### config.mk
export PLATFORM = sky130hd
export DESIGN_NAME = aes_cipher_ctrl
export DESIGN_NICKNAME = d
export VERILOG_FILES = /design/src/rtl/aes_pkg.sv /design/src/rtl/aes_cipher_ctrl.sv
export SDC_FILE = /design/constraint.sdc
export NUM_CORES = 1
export LEC_CHECK = 0
export ABC_AREA = 1
export CAP_MARGIN = 20
export CORE_MARGIN = 4
export CORE_UTILIZATION = 45
export CTS_CLUSTER_DIAMETER = 200
export DETAILED_ROUTE_END_ITERATION = 16
export HOLD_SLACK_MARGIN = 0.06
export MAX_ROUTING_LAYER = met4
export PLACE_DENSITY = 0.83
export SLEW_MARGIN = 30
export SYNTH_ARGS = -nofsm -noshare
export SYNTH_HDL_FRONTEND = slang
export SYNTH_SLANG_ARGS = --single-unit
### constraint.sdc
create_clock -name clk_i -period 3.03 [get_ports clk_i]
set_input_delay 0.606 -clock clk_i [delete_from_list [all_inputs] [get_ports clk_i]]
set_output_delay 0.606 -clock clk_i [all_outputs]
set_load 0.03 [all_outputs]
### src/rtl/aes_pkg.sv
// -----------------------------------------------------------------------------
// aes_pkg
// Shared AES datapath types and round-count constants.
//   ciph_op_e     : cipher direction (forward / inverse)
//   state_sel_e   : state register input mux select
//   add_rk_sel_e  : add-round-key input select
//   key_len_e     : one-hot key length encoding
//   NR_*          : number of rounds per key length
//   nr_for_key_len / key_len_is_valid : key length decode helpers
// -----------------------------------------------------------------------------
package aes_pkg;

  typedef enum logic {
    CIPH_FWD = 1'b0,
    CIPH_INV = 1'b1
  } ciph_op_e;

  typedef enum logic [1:0] {
    STATE_INIT  = 2'd0,
    STATE_ROUND = 2'd1,
    STATE_CLEAR = 2'd2
  } state_sel_e;

  typedef enum logic [1:0] {
    ADD_RK_INIT  = 2'd0,
    ADD_RK_ROUND = 2'd1,
    ADD_RK_FINAL = 2'd2
  } add_rk_sel_e;

  typedef enum logic [2:0] {
    AES_128 = 3'b001,
    AES_192 = 3'b010,
    AES_256 = 3'b100
  } key_len_e;

  localparam logic [3:0] NR_128 = 4'd10;
  localparam logic [3:0] NR_192 = 4'd12;
  localparam logic [3:0] NR_256 = 4'd14;

  // A malformed (non-one-hot) key length falls back to the AES-128 round count.
  function automatic logic [3:0] nr_for_key_len(input logic [2:0] key_len);
    logic [3:0] nr;
    case (key_len)
      AES_128: nr = NR_128;
      AES_192: nr = NR_192;
      AES_256: nr = NR_256;
      default: nr = NR_128;
    endcase
    return nr;
  endfunction

  function automatic logic key_len_is_valid(input logic [2:0] key_len);
    logic ok;
    case (key_len)
      AES_128, AES_192, AES_256: ok = 1'b1;
      default:                   ok = 1'b0;
    endcase
    return ok;
  endfunction

endpackage

### src/rtl/aes_cipher_ctrl.sv
// -----------------------------------------------------------------------------
// aes_cipher_ctrl
// Round controller for an iterative AES cipher core. Sequences one initial
// add-round-key, Nr-1 full rounds and a final round whose result is held
// until the consumer takes it.
//
// Ports
//   clk_i, rst_ni     : clock, asynchronous active-low reset
//   in_valid_i        : new block present on the datapath input
//   in_ready_o        : block accepted this cycle (IDLE only)
//   op_i              : cipher direction, latched on accept
//   key_len_i         : one-hot key length, latched on accept
//   clear_i           : wipe the state register (honoured in IDLE only)
//   out_valid_o       : result held on the datapath output
//   out_ready_i       : consumer accepts the result
//   op_o              : latched direction for shift-rows/sub-bytes/mix-columns
//   state_sel_o       : state register input mux select
//   add_rk_sel_o      : add-round-key select
//   state_we_o        : state register write enable
//   round_o           : current round index 0..14
//   key_len_err_o     : one-cycle pulse after accepting a non-one-hot key_len_i
//
// Handshakes: a transfer happens on a rising edge where valid and ready are
// both 1. in_ready_o depends only on the FSM state; out_valid_o stays high and
// every output stays stable until out_ready_i is seen high.
//
// Reset assertion is asynchronous; release must be synchronised to clk_i by
// the reset generator.
// -----------------------------------------------------------------------------
module aes_cipher_ctrl
  import aes_pkg::*;
(
  input  logic       clk_i,
  input  logic       rst_ni,
  input  logic       in_valid_i,
  output logic       in_ready_o,
  input  logic       op_i,
  input  logic [2:0] key_len_i,
  input  logic       clear_i,
  output logic       out_valid_o,
  input  logic       out_ready_i,
  output logic       op_o,
  output logic [1:0] state_sel_o,
  output logic [1:0] add_rk_sel_o,
  output logic       state_we_o,
  output logic [3:0] round_o,
  output logic       key_len_err_o
);

  typedef enum logic [2:0] {
    IDLE   = 3'd0,
    INIT   = 3'd1,
    ROUND  = 3'd2,
    FINISH = 3'd3,
    CLEAR  = 3'd4
  } fsm_e;

  fsm_e        fsm_q,     fsm_d;
  logic [3:0]  round_q,   round_d;
  logic [3:0]  nr_q,      nr_d;
  ciph_op_e    op_q,      op_d;
  logic        key_err_q, key_err_d;

  state_sel_e  state_sel;
  add_rk_sel_e add_rk_sel;
  logic        in_ready;
  logic        out_valid;
  logic        state_we;

  always_comb begin
    fsm_d      = fsm_q;
    round_d    = round_q;
    nr_d       = nr_q;
    op_d       = op_q;
    key_err_d  = 1'b0;
    in_ready   = 1'b0;
    out_valid  = 1'b0;
    state_we   = 1'b0;
    state_sel  = STATE_INIT;
    add_rk_sel = ADD_RK_INIT;

    unique case (fsm_q)
      IDLE: begin
        in_ready = 1'b1;
        // A block start takes priority over a simultaneous clear request.
        if (in_valid_i) begin
          op_d      = ciph_op_e'(op_i);
          nr_d      = nr_for_key_len(key_len_i);
          key_err_d = ~key_len_is_valid(key_len_i);
          round_d   = 4'd0;
          fsm_d     = INIT;
        end else if (clear_i) begin
          fsm_d = CLEAR;
        end
      end

      INIT: begin
        state_sel  = STATE_INIT;
        add_rk_sel = ADD_RK_INIT;
        state_we   = 1'b1;
        round_d    = 4'd1;
        fsm_d      = ROUND;
      end

      ROUND: begin
        state_sel  = STATE_ROUND;
        add_rk_sel = ADD_RK_ROUND;
        state_we   = 1'b1;
        round_d    = round_q + 4'd1;
        // The last full round is Nr-1; the counter then reads Nr in FINISH.
        if (round_q == nr_q - 4'd1) begin
          fsm_d = FINISH;
        end
      end

      FINISH: begin
        out_valid  = 1'b1;
        state_sel  = STATE_ROUND;
        add_rk_sel = ADD_RK_FINAL;
        // The final round result is written only when it is consumed, so the
        // held output stays unchanged under backpressure.
        state_we   = out_ready_i;
        if (out_ready_i) begin
          round_d = 4'd0;
          fsm_d   = IDLE;
        end
      end

      CLEAR: begin
        state_sel = STATE_CLEAR;
        state_we  = 1'b1;
        fsm_d     = IDLE;
      end

      default: begin
        fsm_d   = IDLE;
        round_d = 4'd0;
      end
    endcase
  end

  always_ff @(posedge clk_i or negedge rst_ni) begin
    if (!rst_ni) begin
      fsm_q     <= IDLE;
      round_q   <= 4'd0;
      nr_q      <= NR_128;
      op_q      <= CIPH_FWD;
      key_err_q <= 1'b0;
    end else begin
      fsm_q     <= fsm_d;
      round_q   <= round_d;
      nr_q      <= nr_d;
      op_q      <= op_d;
      key_err_q <= key_err_d;
    end
  end

  assign in_ready_o    = in_ready;
  assign out_valid_o   = out_valid;
  assign state_we_o    = state_we;
  assign state_sel_o   = state_sel;
  assign add_rk_sel_o  = add_rk_sel;
  assign op_o          = op_q;
  assign round_o       = round_q;
  assign key_len_err_o = key_err_q;

endmodule

**After elaboration in Yosys (flattened, before gate mapping)**

Cells that the tools add are included.

- $add $sub $neg: 2
- Eq/ne operators: 12
- Bitwise operators: 2
- Mux-type cells: 19
- Reductions and logical operators: 7

Operators with widths:

| cell | count |
|---|---|
| one-hot mux 4 bit (5 select lines) | 1 |
| two-way mux 3 bit | 4 |
| one-hot mux 3 bit (4 select lines) | 1 |
| equality test 3 x 2 -> 1 bit (second input constant) | 3 |
| two-way mux 4 bit | 2 |
| one-hot mux 2 bit (2 select lines) | 2 |
| two-way mux 1 bit | 7 |
| equality test 3 x 1 -> 1 bit (second input constant) | 2 |
| equality test 3 bit (second input constant) | 2 |
| != test 2 bit (second input constant) | 3 |
| one-hot mux 3 bit (2 select lines) | 1 |
| AND reduction 3 bit | 2 |
| OR reduction 3 bit | 2 |
| adder 4 x 1 -> 4 bit (second input constant) | 1 |
| equality test 4 bit | 1 |
| subtractor 4 x 1 -> 4 bit (second input constant) | 1 |
| zero test 3 bit | 1 |
| != test 3 bit (second input constant) | 1 |
| NOT 1 bit | 2 |
| one-hot mux 1 bit (2 select lines) | 1 |
| AND reduction 2 bit | 1 |
| OR reduction 2 bit | 1 |

- Bits of input ports: 9
- Flip-flop bits (word level): 13
- Logic and storage cells: 47
- Output and inout port bits: 13

**Depth between registers and ports, before layout**

Gate-level depths: netlist of the first run.

- Word-level depth: 8
- Depth in mapped cells: 9
- Gate-level depth less buffers: 9

**Least setup slack after synthesis of the first run**

OpenSTA, ideal clock, no wires.

- Kind: register to output
- From: register fsm_q[2]
- To: output port state_we_o
- Stages on the path, launching flop included: 4
- Setup slack: 1036 ps
- Arrival time: 1388 ps
- Buffers on the path: 0
- Data required time: 2424 ps
- Cells stage by stage: dfrtp_1 nor2_2 nand2_2 o211ai_1

- Word-level cells in the longest chain between the ends: 3
- Elaborated cells between the ends (all ways): 6
- Classes of those cells: 4 x eq/ne; 1 x mux; 1 x reduce/logical

Ends and longest elaborated chain:

| element | RTL line | source |
|---|---|---|
| start, declared | aes_cipher_ctrl.sv:58 | `fsm_e fsm_q, fsm_d;` |
| start signal, assigned | aes_cipher_ctrl.sv:150 | `fsm_q <= fsm_d;` |
| equality test 3 x 2 -> 1 bit (tied with other cells) | aes_cipher_ctrl.sv:82 | `unique case (fsm_q)` |
| OR reduction 3 bit (no source line) | n/a |  |
| one-hot mux 1 bit (2 select lines) * | aes_cipher_ctrl.sv:82 |  |
| end, declared | aes_cipher_ctrl.sv:45 | `output logic state_we_o,` |

Mark *: on every way between the ends. The rest lies on a longest branch, timed or not.

**Worst setup path after layout of the first run**

- From: input port out_ready_i
- To: output port state_we_o

- Word-level cells in the longest chain between the ends: 1

Ends and longest elaborated chain:

| element | RTL line | source |
|---|---|---|
| start, declared | aes_cipher_ctrl.sv:41 | `input logic out_ready_i,` |
| one-hot mux 1 bit (2 select lines) | aes_cipher_ctrl.sv:82 |  |

No other way between the ends.

==> key figures, run 1 <==
Worst setup path
  – Critical-path cell list: clkdlybuf4s50_1 -> inv_1 -> o211ai_1 -> clkdlybuf4s50_1
  – CP most frequent cell: clkdlybuf4s50_1
  – Critical Path RT: about 2.4 ns
  – CP Launch Type: input port
  – Slowest CP cell: clkdlybuf4s50_1
  – Data arrival time of the worst path: 2.01 ns
  – CP max stage delay: 0.70 ns
  – Critical-path maximum fanout: 2
  – Setup CP Type: input port to primary output
  – Worst setup EP type: primary output

Die
  – Total core area: about 1300 um2
  – Die W: 46.2 um
  – Number of cell rows: 13
  – I/O pins: 22
  – Initial Util: 49.2%
  – Die area: 2130 um2
  – Chip height: 46.2 um

Final layout
  – Layout Nets: 126
  – Antenna diode count: 0
  – Post-route cell area: 911 um2
  – Layout cells sized above 1: 11.4%
  – Area growth, synth to finish: 38.9%

Place
  – GPL Wtd Cong: 0.803
  – Placed standard-cell area: between 800 and 900 um2
  – Detailed Place HPWL: between 1000 and 1500 um
  – Port Buffers: 21

Global route
  – Initial antenna violation count: 0
  – First-pass GRT wire length: 2300 um
  – Overall Global Routing Usage: 15.6%
  – Number of global-route vias before repair: about 600
  – Gr ovfl total: 0
  – Largest net degree at the start of global routing: 12

Power and ir drop
  – Switch share: 47.9%
  – Cell area power density: 995 nW/um2
  – Clk pwr share: 11.4%
  – Max rail drop VDD: around 0.52 mV
  – Combinational Power Share: 60.5%
  – Net Switching: 0.434 mW
  – Register share of total power: 28.2%
  – Leakage: 0.484 nW
  – Internal: 0.472 mW

Routing
  – Post-route DRC: 0
  – Total wire length: 1400 um
  – Vias per cell: about 5
  – Avg WL per Cell: about 11 um
  – Via count: 646
  – Final ANT Viol Nets: 0
  – Initial DRT Pass Iterations: 4
  – Initial DRC Count: 17

Yosys
  – Ranking of synthesized cells by area: dfrtp_1 (38%), nand2_1 (14%), inv_1 (7.4%), nor2_1 (5.7%), dfstp_2 (4.0%)
  – Ys flop type: dfrtp_1
  – Post-Syn Nets: 100
  – Count leader, synth: nand2_1
  – Seq/Total Area, Yosys: approximately 42%
  – Post-synth top area cell: dfrtp_1
  – Syn Area/Cell: 7.37 um2
  – Synth warnings: 0
  – Post-synth ARST share: 100%
  – Post-synth top cells: nand2_1 (24), inv_1 (13), dfrtp_1 (10), nor2_1 (10), nand3_1 (5)
  – Cells after Synth: 89
  – Post-synthesis register bit count: 11
  – Synth unique cells: 22
  – Mapped cell area: 656 um2
  – EDFF count, synth: 0
  – Yosys top cell area share: 38.2%

Clocking
  – CTS tree: done
  – Worst-path clk slew: approximately 0.07 ns
  – Postcts setup bufs: 0
  – Num CTS Buffers: 3
  – Clk_lat worst skew: 0.27 ns
  – Worst-case clock buffer depth: 2
  – H-tree depth: 1
  – Resized Gates After CTS: 0
  – Clock root buffer: clkbuf_4
  – Clk sinks: 11
  – Hold_buf cts: 0

Timing
  – Final min period: 2.62 ns
  – Fmax: 0.382 GHz
  – Slew Limit Fails: 0
  – RSZ-0062 raised after global routing: no
  – Final setup viols: 0
  – Worst-Margin Slew: 0.491 ns
  – Tcrit/Tclk final: ~86%
  – Worst Skew: 0.00410 ns
  – Hold Violations, Final: 0
  – Rel. slew slack: around two thirds
  – Setup TNS: 0 ns

Outcome
  – Status: complete, no violations

Flow run
  – Max_cap viols: 0

Worst hold path
  – Tightest Hold Check Type: register to register
final timing paths:
| kind | cells after the start | startpoint | to | slack [ns] |
|---|---|---|---|---|
| setup / recovery | 4 | out_ready_i | state_we_o | 0.41 |
| hold / removal | 2 | op_o$_DFFE_PN0P_ | op_o$_DFFE_PN0P_ | 0.48 |
| setup reg to reg | 8 | nr_q[1]$_DFFE_PN1P_ | fsm_q[1]$_DFFE_PN0P_ | 1.49 |
| hold reg to reg | 2 | op_o$_DFFE_PN0P_ | op_o$_DFFE_PN0P_ | 0.48 |
| max in group asynchronous | 1 | rst_ni | nr_q[1]$_DFFE_PN1P_ | 2.01 |
| min in group asynchronous | 1 | rst_ni | round_o[2]$_DFFE_PN0P_ | 0.66 |
layer usage:
layer	wire [um]	up-vias	track usage, %
li1	-	329	-
met1	619	285	17.2
met2	643	28	25.5
met3	97	4	2.34
met4	38	0	10.2
met5	0	-	-
critical path, delay by kind of cell:
kind | cells | cell delay (ns)
buffers and inverters | 3 | 1.24
AO/OA/AOI/OAI | 1 | 0.17
sequential cells by signal, indices dropped and copies added, names as in the netlist:
| register | flops |
|---|---|
| key_len_err_o | 1 |
| nr_q | 2 |
| round_o | 4 |
| fsm_q | 3 |
| op_o | 1 |
kinds of logic (layout without fill, tap and decap cells):
family          Yosys count  after routing  share of synthesized area (%)
simple gates             49             49                           34.0
buf+inv                  16             41                           9.35
flops                    11             11                           42.2
compound gates            9              9                           8.02
fa+ha+maj                 2              2                           3.82
xor+xnor                  2              2                           2.67
cell usage in the layout (no fill, tap or decap), types with 2 or more instances in the layout:
master,instances
inv_2,2
clkbuf_4,3
clkdlybuf4s50_1,21
inv_1,13
nand2_1,24
dfrtp_1,10
a21oi_1,2
nor2_1,10
nand3_1,5
nand2_2,3
nor3_1,2
ha_1,2
o21ai_0,4
o211ai_1,2
power by group through the flow:
stage	Combinational, mW	Sequential [mW]	Clock, mW
finish	0.548	0.255	0.103
global route	0.599	0.264	0.109
CTS	0.553	0.255	0.104
detailed placement	0.549	0.258	0
global placement	0.537	0.255	0
floorplan	0.303	0.301	0
through the flow:
| stage | std cells | total power, mW | setup slack, ns | util, % | hold WS [ns] |
|---|---|---|---|---|---|
| 2_1_floorplan | 89 | 0.604 | 1.04 | - | 0.310 |
| 6_report | 129 | 0.906 | 0.412 | 68.3 | 0.484 |
| 3_5_place_dp | 125 | 0.808 | 0.419 | 66.3 | 0.477 |
| 5_1_grt | 129 | 0.972 | 0.361 | 68.3 | 0.531 |
| 4_1_cts | 129 | 0.912 | 0.405 | 68.3 | 0.494 |
| 3_3_place_gp | 125 | 0.793 | 0.433 | 66.3 | 0.464 |
final cells by class:
class / instances / area [um2]
clock buffers: 4 / 26.3
fillers: 109 / 423
inverters: 16 / 61.3
multi-input cells: 62 / 318
flip-flops and latches: 11 / 277
well taps: 15 / 18.8
repair buffers: 21 / 210
No activity file was read; power rests on OpenSTA's default activity.
==> run 2, diff against run 1 <==
--- a/config.mk
+++ b/config.mk
@@ -11,9 +11,10 @@
 export CORE_UTILIZATION = 45
 export CTS_CLUSTER_DIAMETER = 200
 export DETAILED_ROUTE_END_ITERATION = 16
+export DONT_BUFFER_PORTS = 1
 export HOLD_SLACK_MARGIN = 0.06
 export MAX_ROUTING_LAYER = met4
-export PLACE_DENSITY = 0.83
+export PLACE_DENSITY = 0.64
 export SLEW_MARGIN = 30
 export SYNTH_ARGS = -nofsm -noshare
 export SYNTH_HDL_FRONTEND = slang
==> run 2 against run 1 <==
Against the previous run:
- critical path type is now register to primary output
- sequential cell count did not move
- register-to-register slack improved by 0.04 ns
- worst setup slack improved by 0.28 ns
- critical path depth decreased by 1
- largest cell class unchanged
==> key figures, run 2 (synthesis results as in run 1) <==
Worst setup path
  – Worst setup EP type: primary output
  – Critical Path RT: 2.42 ns (about the same)
  – Worst R2R Setup Slack: 1.53 ns (+0.04 ns)
  – CP Launch Point: fsm_q[2]$_DFFE_PN0P_
  – Reg2reg path depth: 9 (+1)
  – CP Launch Type: register
  – RR Endpoint: fsm_q[2]$_DFFE_PN0P_
  – Setup CP Type: register to primary output
  – Data arrival time of the worst path: 1.73 ns (-0.28 ns)
  – R2R Path Start: nr_q[1]$_DFFE_PN1P_
  – Critical Path End: state_we_o
  – Critical-path maximum fanout: 4 (+2)

Final layout
  – Layout Cells excl Fill: 109 (-16%)
  – FILL cells: 127 (+17%)
  – Commonest non-fill, non-tap cell in the layout: nand2_1
  – Max reg flops: 4 (unchanged)
  – Layout Nets: 106 (-16%)
  – Antenna diode count: 0 (unchanged)
  – Commonest non-fill, non-tap cells in the layout: nand2_1 (24), inv_1 (13), nor2_1 (10), dfrtp_1 (10), nand3_1 (5)
  – Layout cells sized above 1: 13.8% (+2.4 points)
  – Area growth, synth to finish: 8.40%

Routing
  – Post-route DRC: 0 (unchanged)
  – Avg WL per Cell: 11.3 um (+4.1%)
  – Final ANT Viol Nets: 0 (unchanged)
  – Initial DRT Pass Iterations: 6 (+2)
  – Total wire length: 1230 um (-12%)
  – Via count: 549 (-15%)
  – Initial DRC Count: 14 (-3)
  – Vias per cell: 5.04 (+0.58%)

Place
  – Pre-CTS WS: 0.969 ns (+0.550 ns)
  – Port Buffers: 0 (-100%)
  – GPL Wtd Cong: 0.718 (-11%)
  – Placed Instances: 104 (-17%)
  – Detailed Place HPWL: 968 um (-12%)

Global route
  – Largest net degree at the start of global routing: 11 (-1)
  – Initial antenna violation count: 0 (unchanged)
  – Gr ovfl total: 0 (unchanged)
  – Number of global-route vias before repair: 469 (-20%)
  – Overall Global Routing Usage: 12.5% (-3.0 points)
  – First-pass GRT wire length: 1870 um (-19%)

Clocking
  – Worst-path clk slew: 0.07 ns (about the same)
  – Postcts setup bufs: 0 (unchanged)
  – Clock root buffer: clkbuf_4
  – Worst-case clock buffer depth: 2 (unchanged)
  – Num CTS Buffers: 3 (unchanged)
  – Clk sinks: 11 (unchanged)
  – Resized Gates After CTS: 0 (unchanged)
  – H-tree depth: 1 (unchanged)
  – Clk_lat worst skew: 0.26 ns (about the same)
  – CTS tree: done
  – Hold_buf cts: 1 (+1)

Die
  – Chip height: 46.2 um (unchanged)
  – I/O pins: 22 (unchanged)
  – Die W: 46.2 um (unchanged)
  – Die area: 2130 um2 (unchanged)
  – Number of cell rows: 13 (unchanged)
  – Total core area: 1330 um2 (unchanged)
  – Initial Util: 49.2% (unchanged)

Timing
  – Worst Skew: 0.00369 ns (-0.000407 ns)
  – Final min period: 2.34 ns (-0.279 ns)
  – Hold Violations, Final: 0 (unchanged)
  – Tcrit/Tclk final: 77.2% (-9.2 points)
  – Worst setup margin: 0.690 ns (+0.279 ns)
  – Rel. slew slack: 56.4% (-11 points)
  – Fmax: 0.427 GHz (+12%)
  – Worst-Margin Slew: 0.651 ns (+0.160 ns)
  – RSZ-0062 raised after global routing: no
  – Final setup viols: 0 (unchanged)
  – Setup TNS: 0 ns (unchanged)
  – Slew Limit Fails: 0 (unchanged)
  – Hold_ws: 0.183 ns (-0.301 ns)

Power and ir drop
  – Max rail drop VDD: 0.470 mV (-9.1%)
  – Cell area power density: 1060 nW/um2 (+6.9%)
  – Overall Power: 0.756 mW (-17%)
  – Leakage: 0.409 nW (-16%)

Outcome
  – Status: complete, no violations

Flow run
  – Max_cap viols: 0 (unchanged)

Worst hold path
  – Tightest Hold Check Type: input port to asynchronous set/reset pin
run 2: cell count changes in the layout (fill, tap and decap cells not counted):
cell / delta
dlygate4sd3_1: +1
clkdlybuf4s50_1: -21
run 2: how the worst min path moves through the flow:
stage	start	slack [ns]	end
finish	rst_ni	0.18	nr_q[1]$_DFFE_PN1P_
global route	rst_ni	0.17	nr_q[1]$_DFFE_PN1P_
CTS	rst_ni	0.18	nr_q[1]$_DFFE_PN1P_
detailed placement	rst_ni	0.31	round_o[2]$_DFFE_PN0P_
global placement	rst_ni	0.31	round_o[2]$_DFFE_PN0P_
floorplan	rst_ni	0.31	fsm_q[0]$_DFFE_PN0P_
run 2: through the flow:
step | cell area (um2) | utilization (%)
after floorplan | 656 | -
after global placement | 674 | 50.6
after detailed placement | 674 | 50.6
after CTS | 711 | 53.3
after global routing | 711 | 53.3
final | 711 | 53.3
run 2: worst max-delay path: stages (launching register included):
cell and delay [ns]:
dfrtp_1 0.40, nor2_2 0.35, nand2_2 0.15, o211ai_1 0.57
run 2: final cells by class:
| class | instances | area (um2) | share of cell area, % |
|---|---|---|---|
| Sequential cell | 11 | 277 | 38.9 |
| Inverter | 16 | 61.3 | 8.63 |
| Timing Repair Buffer | 1 | 10.0 | 1.41 |
| Multi-Input combinational cell | 62 | 318 | 44.7 |
| Tap cell | 15 | 18.8 | 2.64 |
| Clock buffer | 4 | 26.3 | 3.70 |
run 2: layer usage:
layer	track usage, %	routed length (um)
met3	6.25	95
met2	18.7	574
met4	0.568	0
met5	-	0
met1	16.0	560
run 2: power by group:
part,total (mW),internal [mW],switching (mW)
Sequential,0.311,0.203,0.108
Clock,0.0955,0.0509,0.0446
Combinational,0.349,0.0997,0.250
